File: src/rtl/uart_pkg.sv
// Shared types and constants for the buffered UART transmitter.
// Frame FSM states, parity encodings and the CTS synchroniser depth.
package uart_pkg;

    typedef enum logic [2:0] {
        IDLE,
        START,
        DATA,
        PARITY,
        STOP
    } uart_tx_state_t;

    localparam int PARITY_NONE = 0;
    localparam int PARITY_ODD  = 1;
    localparam int PARITY_EVEN = 2;

    localparam int CTS_SYNC_STAGES = 2;

endpackage

File: src/rtl/sync_fifo.sv
// Show-ahead synchronous FIFO: head word visible on rd_data with no read latency.
// Writes while full and reads while empty are ignored; count tracks occupancy.
module sync_fifo #(
    parameter int WIDTH = 8,
    parameter int DEPTH = 16
) (
    input  logic                     clk,
    input  logic                     rst,
    input  logic                     wr_en,
    input  logic [WIDTH-1:0]         wr_data,
    input  logic                     rd_en,
    output logic [WIDTH-1:0]         rd_data,
    output logic                     full,
    output logic                     empty,
    output logic [$clog2(DEPTH):0]   count
);
    localparam int AW = $clog2(DEPTH);
    localparam logic [AW:0] FULL_CNT = DEPTH[AW:0];

    logic [WIDTH-1:0] mem [DEPTH];
    logic [AW-1:0]    wr_ptr;
    logic [AW-1:0]    rd_ptr;
    logic             wr_ok;
    logic             rd_ok;

    assign full    = (count == FULL_CNT);
    assign empty   = (count == '0);
    assign wr_ok   = wr_en && !full;
    assign rd_ok   = rd_en && !empty;
    assign rd_data = mem[rd_ptr];

    always_ff @(posedge clk) begin
        if (rst) begin
            wr_ptr <= '0;
            rd_ptr <= '0;
            count  <= '0;
        end else begin
            if (wr_ok) begin
                mem[wr_ptr] <= wr_data;
                wr_ptr      <= wr_ptr + 1'b1;
            end
            if (rd_ok) begin
                rd_ptr <= rd_ptr + 1'b1;
            end
            if (wr_ok && !rd_ok) begin
                count <= count + 1'b1;
            end else if (!wr_ok && rd_ok) begin
                count <= count - 1'b1;
            end
        end
    end

endmodule

File: src/rtl/uart_tx_buffered.sv
// FIFO-buffered UART transmitter (5-9 data bits, optional parity, 1/2 stop bits, optional CTS).
// Start bit one cycle after a word lands in an empty FIFO; frames run back-to-back; ready drops when full.
module uart_tx_buffered import uart_pkg::*; #(
    parameter int CLKS_PER_BIT = 434,
    parameter int BITS_N       = 8,
    parameter int PARITY_TYPE  = 0,
    parameter int STOP_BITS    = 1,
    parameter int FIFO_DEPTH   = 16,
    parameter int USE_CTS      = 0
) (
    input  logic                            clk,
    input  logic                            rst,
    input  logic [BITS_N-1:0]               data_tx,
    input  logic                            valid,
    output logic                            ready,
    input  logic                            cts_n,
    output logic                            uart_out,
    output logic                            busy,
    output logic [$clog2(FIFO_DEPTH):0]     fifo_count
);
    localparam int CW = $clog2(CLKS_PER_BIT);
    localparam int BW = $clog2(BITS_N);
    localparam int FW = $clog2(FIFO_DEPTH) + 1;
    localparam logic [CW-1:0] LAST_CLK  = CW'(CLKS_PER_BIT - 1);
    localparam logic [BW-1:0] LAST_BIT  = BW'(BITS_N - 1);
    localparam logic [FW-1:0] FULL_CNT  = FW'(FIFO_DEPTH);
    localparam logic          LAST_STOP = (STOP_BITS == 2);
    localparam bit            HAS_PAR   = (PARITY_TYPE != PARITY_NONE);
    localparam logic          ODD_INV   = (PARITY_TYPE == PARITY_ODD);

    uart_tx_state_t             state;
    logic [CW-1:0]              clk_cnt;
    logic [BW-1:0]              bit_idx;
    logic                       stop_cnt;
    logic [BITS_N-1:0]          shreg;
    logic                       par_bit;
    logic                       line_q;
    logic                       ready_q;
    logic [CTS_SYNC_STAGES-1:0] cts_sync;
    logic [BITS_N-1:0]          head;
    logic                       full;
    logic                       empty;
    logic                       push;
    logic                       pop;
    logic                       cts_ok;
    logic                       bit_end;
    logic                       frame_end;
    logic [FW-1:0]              count_next;

    sync_fifo #(
        .WIDTH (BITS_N),
        .DEPTH (FIFO_DEPTH)
    ) u_fifo (
        .clk     (clk),
        .rst     (rst),
        .wr_en   (push),
        .wr_data (data_tx),
        .rd_en   (pop),
        .rd_data (head),
        .full    (full),
        .empty   (empty),
        .count   (fifo_count)
    );

    assign push      = valid && ready_q;
    assign cts_ok    = (USE_CTS == 0) || !cts_sync[CTS_SYNC_STAGES-1];
    assign bit_end   = (clk_cnt == LAST_CLK);
    assign frame_end = (state == STOP) && bit_end && (stop_cnt == LAST_STOP);
    assign pop       = !empty && cts_ok && ((state == IDLE) || frame_end);

    always_comb begin
        count_next = fifo_count;
        if (push && !pop) begin
            count_next = fifo_count + 1'b1;
        end else if (!push && pop) begin
            count_next = fifo_count - 1'b1;
        end
    end

    // Looking at count_next keeps a fill from overflowing; the !full term delays reopening by one edge.
    always_ff @(posedge clk) begin
        if (rst) begin
            ready_q  <= 1'b0;
            cts_sync <= '1;
        end else begin
            ready_q  <= (count_next != FULL_CNT) && !full;
            cts_sync <= {cts_sync[CTS_SYNC_STAGES-2:0], cts_n};
        end
    end

    always_ff @(posedge clk) begin
        if (rst) begin
            state    <= IDLE;
            clk_cnt  <= '0;
            bit_idx  <= '0;
            stop_cnt <= 1'b0;
            shreg    <= '0;
            par_bit  <= 1'b0;
            line_q   <= 1'b1;
        end else begin
            if (state != IDLE) begin
                clk_cnt <= bit_end ? '0 : clk_cnt + 1'b1;
            end
            if (pop) begin
                shreg   <= head;
                par_bit <= (^head) ^ ODD_INV;
            end
            case (state)
                IDLE: begin
                    if (pop) begin
                        state   <= START;
                        clk_cnt <= '0;
                        line_q  <= 1'b0;
                    end
                end
                START: begin
                    if (bit_end) begin
                        state   <= DATA;
                        bit_idx <= '0;
                        line_q  <= shreg[0];
                        shreg   <= shreg >> 1;
                    end
                end
                DATA: begin
                    if (bit_end) begin
                        if (bit_idx == LAST_BIT) begin
                            if (HAS_PAR) begin
                                state  <= PARITY;
                                line_q <= par_bit;
                            end else begin
                                state    <= STOP;
                                stop_cnt <= 1'b0;
                                line_q   <= 1'b1;
                            end
                        end else begin
                            bit_idx <= bit_idx + 1'b1;
                            line_q  <= shreg[0];
                            shreg   <= shreg >> 1;
                        end
                    end
                end
                PARITY: begin
                    if (bit_end) begin
                        state    <= STOP;
                        stop_cnt <= 1'b0;
                        line_q   <= 1'b1;
                    end
                end
                STOP: begin
                    if (bit_end) begin
                        if (stop_cnt == LAST_STOP) begin
                            state  <= pop ? START : IDLE;
                            line_q <= !pop;
                        end else begin
                            stop_cnt <= stop_cnt + 1'b1;
                        end
                    end
                end
                default: state <= IDLE;
            endcase
        end
    end

    assign uart_out = line_q;
    assign busy     = (state != IDLE);
    assign ready    = ready_q;

endmodule

File: config.mk
export PLATFORM = sky130hd
export DESIGN_NAME = uart_tx_buffered
export DESIGN_NICKNAME = d
export VERILOG_FILES = /design/src/rtl/uart_pkg.sv /design/src/rtl/sync_fifo.sv /design/src/rtl/uart_tx_buffered.sv
export SDC_FILE = /design/constraint.sdc
export NUM_CORES = 1
export LEC_CHECK = 0
export CAP_MARGIN = 25
export CORE_MARGIN = 2
export CORE_UTILIZATION = 45
export DETAILED_ROUTE_END_ITERATION = 8
export SETUP_SLACK_MARGIN = 0.4
export SYNTH_ARGS = -nofsm -noshare
export SYNTH_HDL_FRONTEND = slang
export SYNTH_HIERARCHICAL = 1
export SYNTH_SLANG_ARGS = --single-unit
File: constraint.sdc
create_clock -name clk -period 6.58 [get_ports clk]
set_input_delay 0.658 -clock clk [delete_from_list [all_inputs] [get_ports clk]]
set_output_delay 0.658 -clock clk [all_outputs]
set_load 0.02 [all_outputs]
==> impl_metrics.json <==
{
  "status": "complete, no violations",
  "utilization": 0.520,
  "crit_slowest_cell": "or4_4",
  "finalCriticalPeriod_ns": 3.45,
  "io_buffers": 18,
  "final_cells": 740,
  "rows": 46,
  "finalCritPeriodShare": 0.524,
  "grt_max_degree": 47,
  "rr_worst_depth": 13,
  "synthTopCellsByArea": "edfxtp_1, dfxtp_1, mux4_2",
  "crit_type": "reg2reg",
  "ctsResizeCount": 0,
  "cap_violations": 0,
  "post_cts_buffers": 0,
  "grt_overflow": 0,
  "synth_cells": 494,
  "clock_path_buffers": 2,
  "irDropWorstVdd_mv": 0.195,
  "cts_max_level": 4,
  "dr.pass1.iters": 5,
  "grt_pass1_vias": 4184,
  "cp_top_family": "simple AND/OR/NAND/NOR gates",
  "drt-total-wl_mm": 14.5,
  "placedCellCount": 708,
  "diodes": 0,
  "synth_ff_type": "edfxtp_1",
  "critPathArrivalTime_ns": 3.76,
  "startpoint_type": "flop",
  "post-dp-hpwl_mm": 8.96,
  "crit_cells": 13,
  "drc": 0,
  "multi_input_area_sq_um": 2370,
  "io_pins": 20,
  "path_clk_slew_ns": 0.07,
  "min_path_type": "reg2reg",
  "cp-end-kind": "flop",
  "ys_warn_count": 6,
  "synthTopCellsByCount": "edfxtp_1, nor2_1, dfxtp_1",
  "postSynthAreaPerCell_sq_um": 14.7,
  "synth_edf_count": 128,
  "worstMarginPinSlew_ns": 0.920,
  "crit_required_ns": 6.90,
  "ctsRootBufferMaster": "clkbuf_16",
  "fmax_ghz": 0.290,
  "initial_core_util": 0.458,
  "setup_tns_ns": 0,
  "insertion_delay_ns": 0.43,
  "slew_headroom": 0.387,
  "yosysTopAreaCell": "edfxtp_1",
  "yosysTopAreaCellShare": 0.531,
  "syn_nets": 522,
  "die_area_sq_um": 17100,
  "cts_buffers": 17,
  "drive_gt1_frac": 0.164,
  "place.gp.congestion": 0.746,
  "slew_violations": 0,
  "rsz0062_at_grt": "false",
  "fin_worst_skew_ns": 0.0113,
  "ys_ff_latch": 170,
  "vias": 4164,
  "grt_first_pass_wirelength_mm": 23.0,
  "cts_num_sinks": 170,
  "powerDensity_nw_per_um2": 363,
  "fin_nets": 539,
  "seq_area_sq_um": 4690,
  "via_per_inst": 5.63,
  "setup_viol": 0,
  "die_y_um": 131,
  "synth_most_common_cell": "edfxtp_1",
  "cts_tree": "yes",
  "ys_types": 57,
  "core_area_sq_um": 15800,
  "p_leak_nw": 2.71,
  "path_buf_inv": 2,
  "hold_viol_final": 0,
  "hold_buffers": 0,
  "wl_per_cell_um": 19.5,
  "fillerInstances": 1333,
  "crit_chain": "or4_4 > nor2_1 > nor3_2 > nand2_1 > inv_1 > o21ai_4 > ha_1 > inv_1 > ha_1 > a21oi_1 > a211oi_1 > a31oi_1 > mux2_2",
  "syn_area_sq_um": 7240,
  "synth_seq_area_share": 0.647,
  "grt_usage": 0.185,
  "async_flop_share": 0,
  "dieWidth_um": 131,
  "drt_iter0_drc": 277,
  "postRouteAntennaNets": 0,
  "holdPathStages": 2,
  "max_stage_delay_ns": 0.66,
  "area_growth_pct": 13.6,
  "antenna_found_initial": 0,
  "crit_path_max_fanout": 9
}
[per-stage QoR]
stage	hold slack, ns	power [mW]	worst slack (ns)	area (sq um)
after global routing	0.486	3.14	2.88	8220
after floorplan	0.436	1.84	3.43	7240
after global placement	0.442	1.99	3.15	7620
after CTS	0.466	3.02	3.10	8220
after detailed placement	0.456	2.01	3.12	7620
final	0.460	2.98	3.13	8220
[sequential cells by signal (all words and copies together) (netlist names), named ones only]
signal and cells:
clk_cnt 9, bit_idx 3, u_fifo/wr_ptr 4, u_fifo/count 5, uart_out 1, state 3, u_fifo/mem 128, shreg 8
ready 1, u_fifo/rd_ptr 4
[report_power, final]
part	switching, mW	internal (mW)
combinational	0.390	0.324
clock	0.460	0.544
sequential	0.0561	1.21
[area by class of cell]
cell class | count | area share
inverter | 14 | 0.00669
sequential | 170 | 0.570
timing repair buffer | 26 | 0.0292
multi-input combinational | 282 | 0.288
clock buffer | 17 | 0.0517
clock inverter | 15 | 0.0215
tap | 216 | 0.0329
[cell families (layout without fill, tap and decap cells)]
kind of cell    count (synthesis)  count (layout)  share of synthesized area
compound gates                 87              87                     0.0862
xor+xnor                        9               9                     0.0119
fa+ha+maj                      16              16                     0.0287
buf+inv                        42              72                     0.0257
flops                         170             170                      0.647
mux                            35              35                      0.104
simple gates                  135             135                     0.0967
[per-layer routing]
layer  routed length, um  vias to the layer above  global-route usage
met3                 716                       18              0.0493
met1                6720                     2102               0.257
met5                   0                        -                   0
met4                 217                        0              0.0551
met2                6800                       85               0.290
li1                    -                     1959                   -
[worst paths after layout]
path / from / endpoint / slack [ns]
setup / recovery: u_fifo/count[3] / u_fifo/count[4] / 3.13
hold / removal: bit_idx[2] / bit_idx[2] / 0.46
setup reg to reg: u_fifo/count[3] / u_fifo/count[4] / 3.13
hold reg to reg: bit_idx[2] / bit_idx[2] / 0.46
[placed cells by master (no fill, tap or decap), drive strengths merged, types with 3 or more instances in the layout]
cell type and count:
nand3 14, o211ai 4, o21ai 20, inv 22, xor2 6, and3 5, dfxtp 42, nor3 6
a311oi 15, clkdlybuf4s50 18, or2 3, nand2b 7, nor2b 3, nor2 48, a22oi 16, nand2 26
clkbuf 17, clkinv 5, mux4 32, nand3b 4, a211oi 4, ha 15, buf 8, xnor2 3
a21oi 17, or3 3, a41oi 3, edfxtp 128
[worst register-to-register path: stages, from the launching register on]
cell and delay (ns):
dfxtp_1 0.40, or4_4 0.66, nor2_1 0.28, nor3_2 0.16
nand2_1 0.15, inv_1 0.10, o21ai_4 0.09, ha_1 0.19
inv_1 0.11, ha_1 0.36, a21oi_1 0.21, a211oi_1 0.10
a31oi_1 0.19, mux2_2 0.35
Power figures use the tool's default switching activity.
